$ cat config.mk
export PLATFORM = sky130hd
export DESIGN_NAME = mem_arbiter
export DESIGN_NICKNAME = d
export VERILOG_FILES = /design/src/rtl/lc3b_types.sv /design/src/rtl/mem_arbiter.sv
export SDC_FILE = /design/constraint.sdc
export NUM_CORES = 1
export LEC_CHECK = 0
export ABC_AREA = 1
export BUFFER_PORTS_ARGS = -buffer_cell sky130_fd_sc_hd__buf_2
export CAP_MARGIN = 15
export CORE_MARGIN = 1.5
export CORE_UTILIZATION = 35
export CTS_CLUSTER_SIZE = 10
export DETAILED_ROUTE_END_ITERATION = 10
export GPL_TIMING_DRIVEN = 0
export HOLD_SLACK_MARGIN = 0.03
export PLACE_DENSITY = 0.77
export SLEW_MARGIN = 30
export SYNTH_ARGS = -nofsm -noshare
export SYNTH_HDL_FRONTEND = slang
export SYNTH_SLANG_ARGS = --single-unit
$ cat constraint.sdc
create_clock -name clk -period 2.4 [get_ports clk]
set_clock_uncertainty 0.15 [all_clocks]
set_input_delay 0.12 -clock clk [delete_from_list [all_inputs] [get_ports clk]]
set_output_delay 0.12 -clock clk [all_outputs]
set_load 0.05 [all_outputs]
$ cat src/rtl/lc3b_types.sv
// Shared LC-3b memory-interface types used by the cache/memory plumbing.
package lc3b_types;

  typedef logic [15:0] lc3b_word;
  typedef logic [1:0]  lc3b_mem_wmask;

  // Which requester last completed a transaction on the shared memory port.
  typedef enum logic {
    GRANT_I = 1'b0,
    GRANT_D = 1'b1
  } lc3b_arb_grant;

endpackage

$ cat src/rtl/mem_arbiter.sv
// Round-robin arbiter that shares one memory port between the instruction
// and data sides.  One idle cycle separates every grant; a stalled memory
// is cut off after TIMEOUT_CYCLES wait cycles and flagged on mem_err.
module mem_arbiter
  import lc3b_types::*;
#(
  parameter int TIMEOUT_CYCLES = 255
) (
  input  logic          clk,
  input  logic          reset,

  input  logic          i_read,
  input  logic          i_write,
  input  lc3b_word      i_address,
  input  lc3b_word      i_wdata,
  input  lc3b_mem_wmask i_byte_enable,
  output lc3b_word      i_rdata,
  output logic          i_resp,

  input  logic          d_read,
  input  logic          d_write,
  input  lc3b_word      d_address,
  input  lc3b_word      d_wdata,
  input  lc3b_mem_wmask d_byte_enable,
  output lc3b_word      d_rdata,
  output logic          d_resp,

  output logic          mem_read,
  output logic          mem_write,
  output lc3b_word      mem_address,
  output lc3b_word      mem_wdata,
  output lc3b_mem_wmask mem_byte_enable,
  input  logic          mem_resp,
  input  lc3b_word      mem_rdata,

  output logic          mem_err
);

  // Counter must hold TIMEOUT_CYCLES itself; never narrower than a byte.
  localparam int CNT_W = (TIMEOUT_CYCLES < 256) ? 8 : $clog2(TIMEOUT_CYCLES + 1);
  localparam logic [CNT_W-1:0] TIMEOUT_VAL = CNT_W'(TIMEOUT_CYCLES);

  typedef enum logic [1:0] {
    IDLE    = 2'd0,
    SERVE_I = 2'd1,
    SERVE_D = 2'd2
  } arb_state_e;

  arb_state_e       state;
  lc3b_arb_grant    last_grant;
  logic [CNT_W-1:0] wait_cnt;

  logic          i_pending;
  logic          d_pending;
  logic          serving;
  logic          serve_d;
  logic          sel_read;
  logic          sel_write;
  logic          sel_pending;
  logic          timeout;
  logic          resp_any;
  lc3b_word      resp_data;

  assign i_pending = i_read | i_write;
  assign d_pending = d_read | d_write;
  assign serving   = (state != IDLE);
  assign serve_d   = (state == SERVE_D);

  // Granted requester's strobes; in IDLE they are masked by 'serving'.
  assign sel_read    = serve_d ? d_read  : i_read;
  assign sel_write   = serve_d ? d_write : i_write;
  assign sel_pending = sel_read | sel_write;

  // A real response in the same cycle always beats the timeout.
  assign timeout   = serving & sel_pending & ~mem_resp & (wait_cnt == TIMEOUT_VAL);
  assign resp_any  = serving & sel_pending & (mem_resp | timeout);
  assign resp_data = timeout ? 16'h0000 : mem_rdata;

  // Shared memory port follows the granted requester; write wins over read.
  assign mem_address     = serve_d ? d_address     : i_address;
  assign mem_wdata       = serve_d ? d_wdata       : i_wdata;
  assign mem_byte_enable = serve_d ? d_byte_enable : i_byte_enable;
  assign mem_read        = serving & sel_read & ~sel_write & ~timeout;
  assign mem_write       = serving & sel_write & ~timeout;

  // Responses only ever reach the granted side.
  assign i_resp  = resp_any & (state == SERVE_I);
  assign d_resp  = resp_any & serve_d;
  assign i_rdata = (state == SERVE_I) ? resp_data : mem_rdata;
  assign d_rdata = serve_d            ? resp_data : mem_rdata;

  // Arbitration FSM, round-robin history, wait counter and sticky error flag.
  always_ff @(posedge clk) begin
    if (reset) begin
      state      <= IDLE;
      last_grant <= GRANT_D;
      wait_cnt   <= '0;
      mem_err    <= 1'b0;
    end else begin
      case (state)
        IDLE: begin
          wait_cnt <= '0;
          if (i_pending && (!d_pending || last_grant == GRANT_D)) begin
            state <= SERVE_I;
          end else if (d_pending) begin
            state <= SERVE_D;
          end
        end
        SERVE_I, SERVE_D: begin
          if (!sel_pending) begin
            state <= IDLE;
          end else if (mem_resp || timeout) begin
            state      <= IDLE;
            last_grant <= serve_d ? GRANT_D : GRANT_I;
            if (timeout) begin
              mem_err <= 1'b1;
            end
          end else begin
            wait_cnt <= wait_cnt + CNT_W'(1);
          end
        end
        default: state <= IDLE;
      endcase
    end
  end

endmodule

======== Word level (Yosys, flattened, before mapping) ========
Index checks and enable logic that the tools add are counted.
storage, ports and cells
  logic and storage cells ................. 59
  output and inout port bits .............. 71
  register bits after elaboration ......... 12
  input bits .............................. 91
operators by class
  bitwise gates (word level) .............. 18
  $add $sub $neg .......................... 1
  mux-type cells .......................... 17
  eq/ne operators ......................... 7
  reduce and logical (&&, ||, !) cells .... 12
operators by type and width
  operator             count
  $mux 16              5
  $mux 8               2
  $pmux 8 s2           1
  $and 1x1->1          11
  $mux 2               5
  $add 8x1->8 const B  1
  $eq 8x8->1 const B   1
  $ne 3x3->1 const B   2
  $reduce_and 3->1     2
  $ne 2x2->1 const B   2
  $or 1x1->1           4
  $pmux 2 s2           1
  $reduce_and 4->1     1
  $reduce_bool 2->1    2
  $mux 1               3
  $not 1->1            3
  $eq 2x1->1 const B   1
  $eq 2x2->1 const B   1
  $logic_not 2->1      1
  $logic_or 1x1->1     2
  $reduce_and 2->1     1
  $reduce_or 2->1      1
  $logic_and 1x1->1    1
  $logic_not 1->1      1

======== Logic depth before layout (Yosys ltp) ========
  word-level depth ........................ 10
  gate-level depth with buffers ........... 13
  depth with buffers taken out ............ 12

======== Worst setup path before layout ========
No wires, ideal clock.
  path kind ............................... reg2out
  start ................................... reg state[0]
  end ..................................... out d_resp
  data arrival time ....................... 1.881 ns
  path buffers ............................ 1
  data required time ...................... 2.130 ns
  path slack .............................. 0.249 ns
  cell stages (with the launch flop) ...... 11
  path through ............................ dfxtp_1 -> inv_1 -> ha_1 -> buf_4 -> nand2_1 -> nand3_2 -> nand2_2 -> nand3_2 -> nand2_1 -> nand2_1 -> nor2_1
on the way
  longest elaborated chain between the ends .. 9
  elaborated cells on any way between the ends .. 11
  those cells by class .................... eq/ne: 1; mux: 2; bitwise: 7; reduce/logical: 1
ends and longest elaborated chain
  item                       line                                  RTL
  from (decl)                mem_arbiter.sv:49                     arb_state_e state;
  from (signal assigned)     mem_arbiter.sv:95                     state <= IDLE;
  from (signal assigned)     mem_arbiter.sv:104                    state <= SERVE_I;
  from (signal assigned)     mem_arbiter.sv:106                    state <= SERVE_D;
  $eq 2x2->1 (*)             mem_arbiter.sv:67                     assign serve_d = (state == SERVE_D);
  named net serve_d          mem_arbiter.sv:56                     logic serve_d;
  $mux 1 (on tied branches)  mem_arbiter.sv:70, mem_arbiter.sv:71
  $or 1x1->1                 mem_arbiter.sv:72                     assign sel_pending = sel_read | sel_write;
  $and 1x1->1                mem_arbiter.sv:75, mem_arbiter.sv:76
  $and 1x1->1 (2 in series)  mem_arbiter.sv:75                     assign timeout = serving & sel_pending & ~mem_resp & (wait_cnt == TIMEOUT_VAL);
  $or 1x1->1                 mem_arbiter.sv:76                     assign resp_any = serving & sel_pending & (mem_resp | timeout);
  $and 1x1->1                mem_arbiter.sv:76
  $and 1x1->1 (*)            mem_arbiter.sv:88                     assign d_resp = resp_any & serve_d;
  to (decl)                  mem_arbiter.sv:26                     output logic d_resp,
The timed path passes the listed nets; every way through them passes the cells marked *.

======== Worst setup path after layout ========
  start ................................... reg state[0]
  end ..................................... out i_rdata[13]
on the way
  longest elaborated chain between the ends .. 8
  elaborated cells on any way between the ends .. 11
  those cells by class .................... eq/ne: 2; mux: 4; bitwise: 4; reduce/logical: 1
ends and longest elaborated chain
  item                           line                                  RTL
  $eq 2x2->1 (*)                 mem_arbiter.sv:67
  named net serve_d              mem_arbiter.sv:56
  $mux 1 (on tied branches)      mem_arbiter.sv:70, mem_arbiter.sv:71
  $or 1x1->1 (*)                 mem_arbiter.sv:72
  $and 1x1->1 (*) (3 in series)  mem_arbiter.sv:75
  $mux 16 (*)                    mem_arbiter.sv:77                     assign resp_data = timeout ? 16'h0000 : mem_rdata;
  $mux 16 (*)                    mem_arbiter.sv:89                     assign i_rdata = (state == SERVE_I) ? resp_data : mem_rdata;
  to (decl)                      mem_arbiter.sv:17                     output lc3b_word i_rdata,
Marks and branches as above.

==> results.yml <==
route:
  vias: 2408
  drtIter0Drc: 73
  dr.pass1.iters: 4
  wl_per_cell_um: 11.0
  drt_wl_total_um: 5860
  postRouteAntennaNets: 0
  drc: 0
  avgViaCountPerCell: 4.52
timing:
  period_needed_ns: 2.33
  finalCritPeriodShare_pct: 97.3
  max_freq_mhz: 428
  finalSetupTns_ns: 0
  worst_slew_pin_slew_ns: 0.490
  finalHoldViolCount: 0
  rsz0062_at_grt: "yes"
  setup_viol: 0
  maxSlewHeadroom_pct: 67.4
  slew_viol_final: 0
synth:
  synth-edff-count: 0
  syn_nets: 406
  netlist-cell-type-count: 23
  synthFlopType: "dfxtp_1"
  syn_area_sq_um: 1560
  syn-instance-count: 311
  async_flop_share_pct: 0
  ys_warn_count: 0
  syn_avg_cell_area_sq_um: 5.02
  ys_seq_area_share_pct: 15.4
  ys_ff_latch: 12
cts:
  cts_htree_levels: 1
  cts_tree: "done"
  clock_latency_ns: 0.24
  clkTransAtPathRegs_ns: 0.05
  cts.sinks: 12
  cts-root-buf: "clkbuf_8"
  cts_max_path_buffers: 2
  numCtsBuffers: 3
die:
  ioPinCount: 162
  initial_utilization_pct: 36.1
  rows: 24
  fp.dieW_um: 69.8
  die_h_um: 69.8
  dieArea_sq_um: 4870
  core_sq_um: 4320
run_status:
  outcome: "completed"
final_layout:
  drive_gt1_share_pct: 45.1
  nNetsFinal: 578
  antenna_cells: 0
  fin_area_sq_um: 2790
  final_util_pct: 64.6
  n_fill_cell: 428
  syn_to_final_growth_pct: 79.1
grt:
  antenna_found_initial: 0
  grt_pass1_vias: 2053
  grtUsageTotal_pct: 21.5
  grt_max_degree: 11
  grt_pass1_wl_um: 8700
  grt_overflow_total: 0
critical_path:
  path_cells: "inv_2 > ha_4 > inv_2 > buf_6 > nand2_4 > nand3_2 > nand2_2 > nor3b_4 > nand2_4 > clkbuf_16 > nand2_2 > inv_2 > buf_6"
  worstPathRequired_ns: 2.13
  slowest_stage: "dfxtp_2"
  arrival_ns: 2.06
  crit_type: "reg2out"
  crit_buf_inv: 6
  cp_common_cell: "inv_2"
  crit_fanout: 8
  cp-start-kind: "flip-flop"
  critPathMaxStageDelay_ns: 0.33
  cp_top_family: "simple AND/OR/NAND/NOR gates"
  crit_path_end_kind: "output pin"
placement:
  gp_congestion: 0.882
  port_buffers: 160
  dp_hpwl_um: 4310
  postPlaceCellArea_sq_um: 2430
power:
  power.leakage_nw: 1.82
  powerDensity_nw_per_um2: 670
  ir_worst_vdd_v: 0.000547
job:
  maxCapViolCount: 0
hold_path:
  hp-class: "in2reg"
worst register-to-register path: stages, from the launching register on:
cell	delay [ns]
dfxtp_2	0.34
inv_2	0.06
ha_4	0.17
inv_2	0.06
buf_6	0.11
nand2_4	0.05
nand3_2	0.08
nand2_2	0.06
buf_4	0.13
nand3_2	0.09
nand3_1	0.09
nand2_1	0.24
nand2_1	0.09
a21oi_1	0.13
power breakdown:
| group | leakage (nW) | switching [mW] | internal, mW | total [mW] |
|---|---|---|---|---|
| sequential | 0.0981 | 0.0214 | 0.226 | 0.247 |
| clock | 0.0216 | 0.0760 | 0.111 | 0.187 |
| combinational | 1.70 | 1.04 | 0.402 | 1.44 |
| total | 1.82 | 1.13 | 0.738 | 1.87 |
through the flow:
stage | total power [mW] | hold slack [ns] | setup slack [ns] | instances
global placement | 1.56 | 0.287 | 0.170 | 523
detailed placement | 1.57 | 0.299 | 0.146 | 523
floorplan | 1.25 | 0.226 | 0.249 | 311
global route | 2.00 | 0.148 | -0.0401 | 533
CTS | 1.80 | 0.114 | 0.00238 | 526
finish | 1.87 | 0.116 | 0.0656 | 533
area by class of cell:
| cell class | count | area (sq um) | share of cell area (%) |
|---|---|---|---|
| Multi-Input combinational cell | 231 | 1120 | 40.2 |
| Buffer | 12 | 91.3 | 3.27 |
| Clock buffer | 3 | 41.3 | 1.48 |
| Tap cell | 52 | 65.1 | 2.33 |
| Sequential cell | 12 | 243 | 8.69 |
| Inverter | 56 | 210 | 7.52 |
| Timing Repair Buffer | 167 | 1020 | 36.5 |
worst paths after layout:
| path | start | end | slack [ns] | cells past startpoint |
|---|---|---|---|---|
| setup / recovery | state[0] | i_rdata[13] | 0.07 | 13 |
| hold reg to reg | mem_err | mem_err | 0.30 | 2 |
| setup reg to reg | state[0] | wait_cnt[5] | 0.48 | 13 |
| hold / removal | mem_resp | wait_cnt[1] | 0.12 | 4 |
kinds of logic after synthesis:
logic type,Yosys count,synth area share [%]
compound gates,19,6.34
buf+inv,68,18.3
fa+ha+maj,4,3.21
xor+xnor,2,1.12
flops,12,15.4
simple gates,206,55.7
cells in the final DEF (no fill, tap or decap):
master / instances
a21oi_2: 1
dfxtp_1: 10
nand2_4: 10
nor3_1: 1
nor3b_1: 1
a21oi_1: 14
o21ai_0: 4
clkbuf_8: 3
ha_1: 2
nand3_1: 10
clkbuf_1: 6
buf_12: 1
buf_4: 7
ha_2: 1
nor3b_4: 1
nand3_2: 5
clkbuf_16: 1
buf_1: 1
nand2_2: 6
ha_4: 1
nor2_1: 10
buf_8: 6
buf_6: 18
nand3b_1: 1
nand2_1: 157
buf_2: 139
xnor2_1: 1
inv_2: 15
inv_1: 41
dfxtp_2: 2
xor2_1: 1
nand4_1: 4
what timing repair did:
action / 4_1_cts / 5_1_grt
buffers inserted: 0 / 6
endpoints found under the setup margin: 20 / 30
pin swaps: 4 / 6
resized for setup: 44 / 48
hold buffers: 0 / 0
cloned: 0 / 1
synth_stat cells, drive strengths merged, types with 2 or more instances:
cell    instances  area (sq um)
a21oi          15          78.8
buf             6          52.5
clkbuf          6          22.5
dfxtp          12           240
ha              4          50.1
inv            56           210
nand2         173           672
nand3          15          95.1
nand4           4          25.0
nor2           10          37.5
nor3b           2          26.3
o21ai           4          20.0
layer usage:
layer,GRT usage (%),part of all wire [%],vias up
met5,0,0,-
met4,6.84,1.3,0
met3,3.49,6.2,6
met2,41.0,55,99
met1,23.9,38,1046
li1,-,-,1257
state kept, by name, indices dropped and copies added (netlist names):
signal      flops
wait_cnt        8
mem_err         1
state           2
last_grant      1
Power figures use the tool's default switching activity.
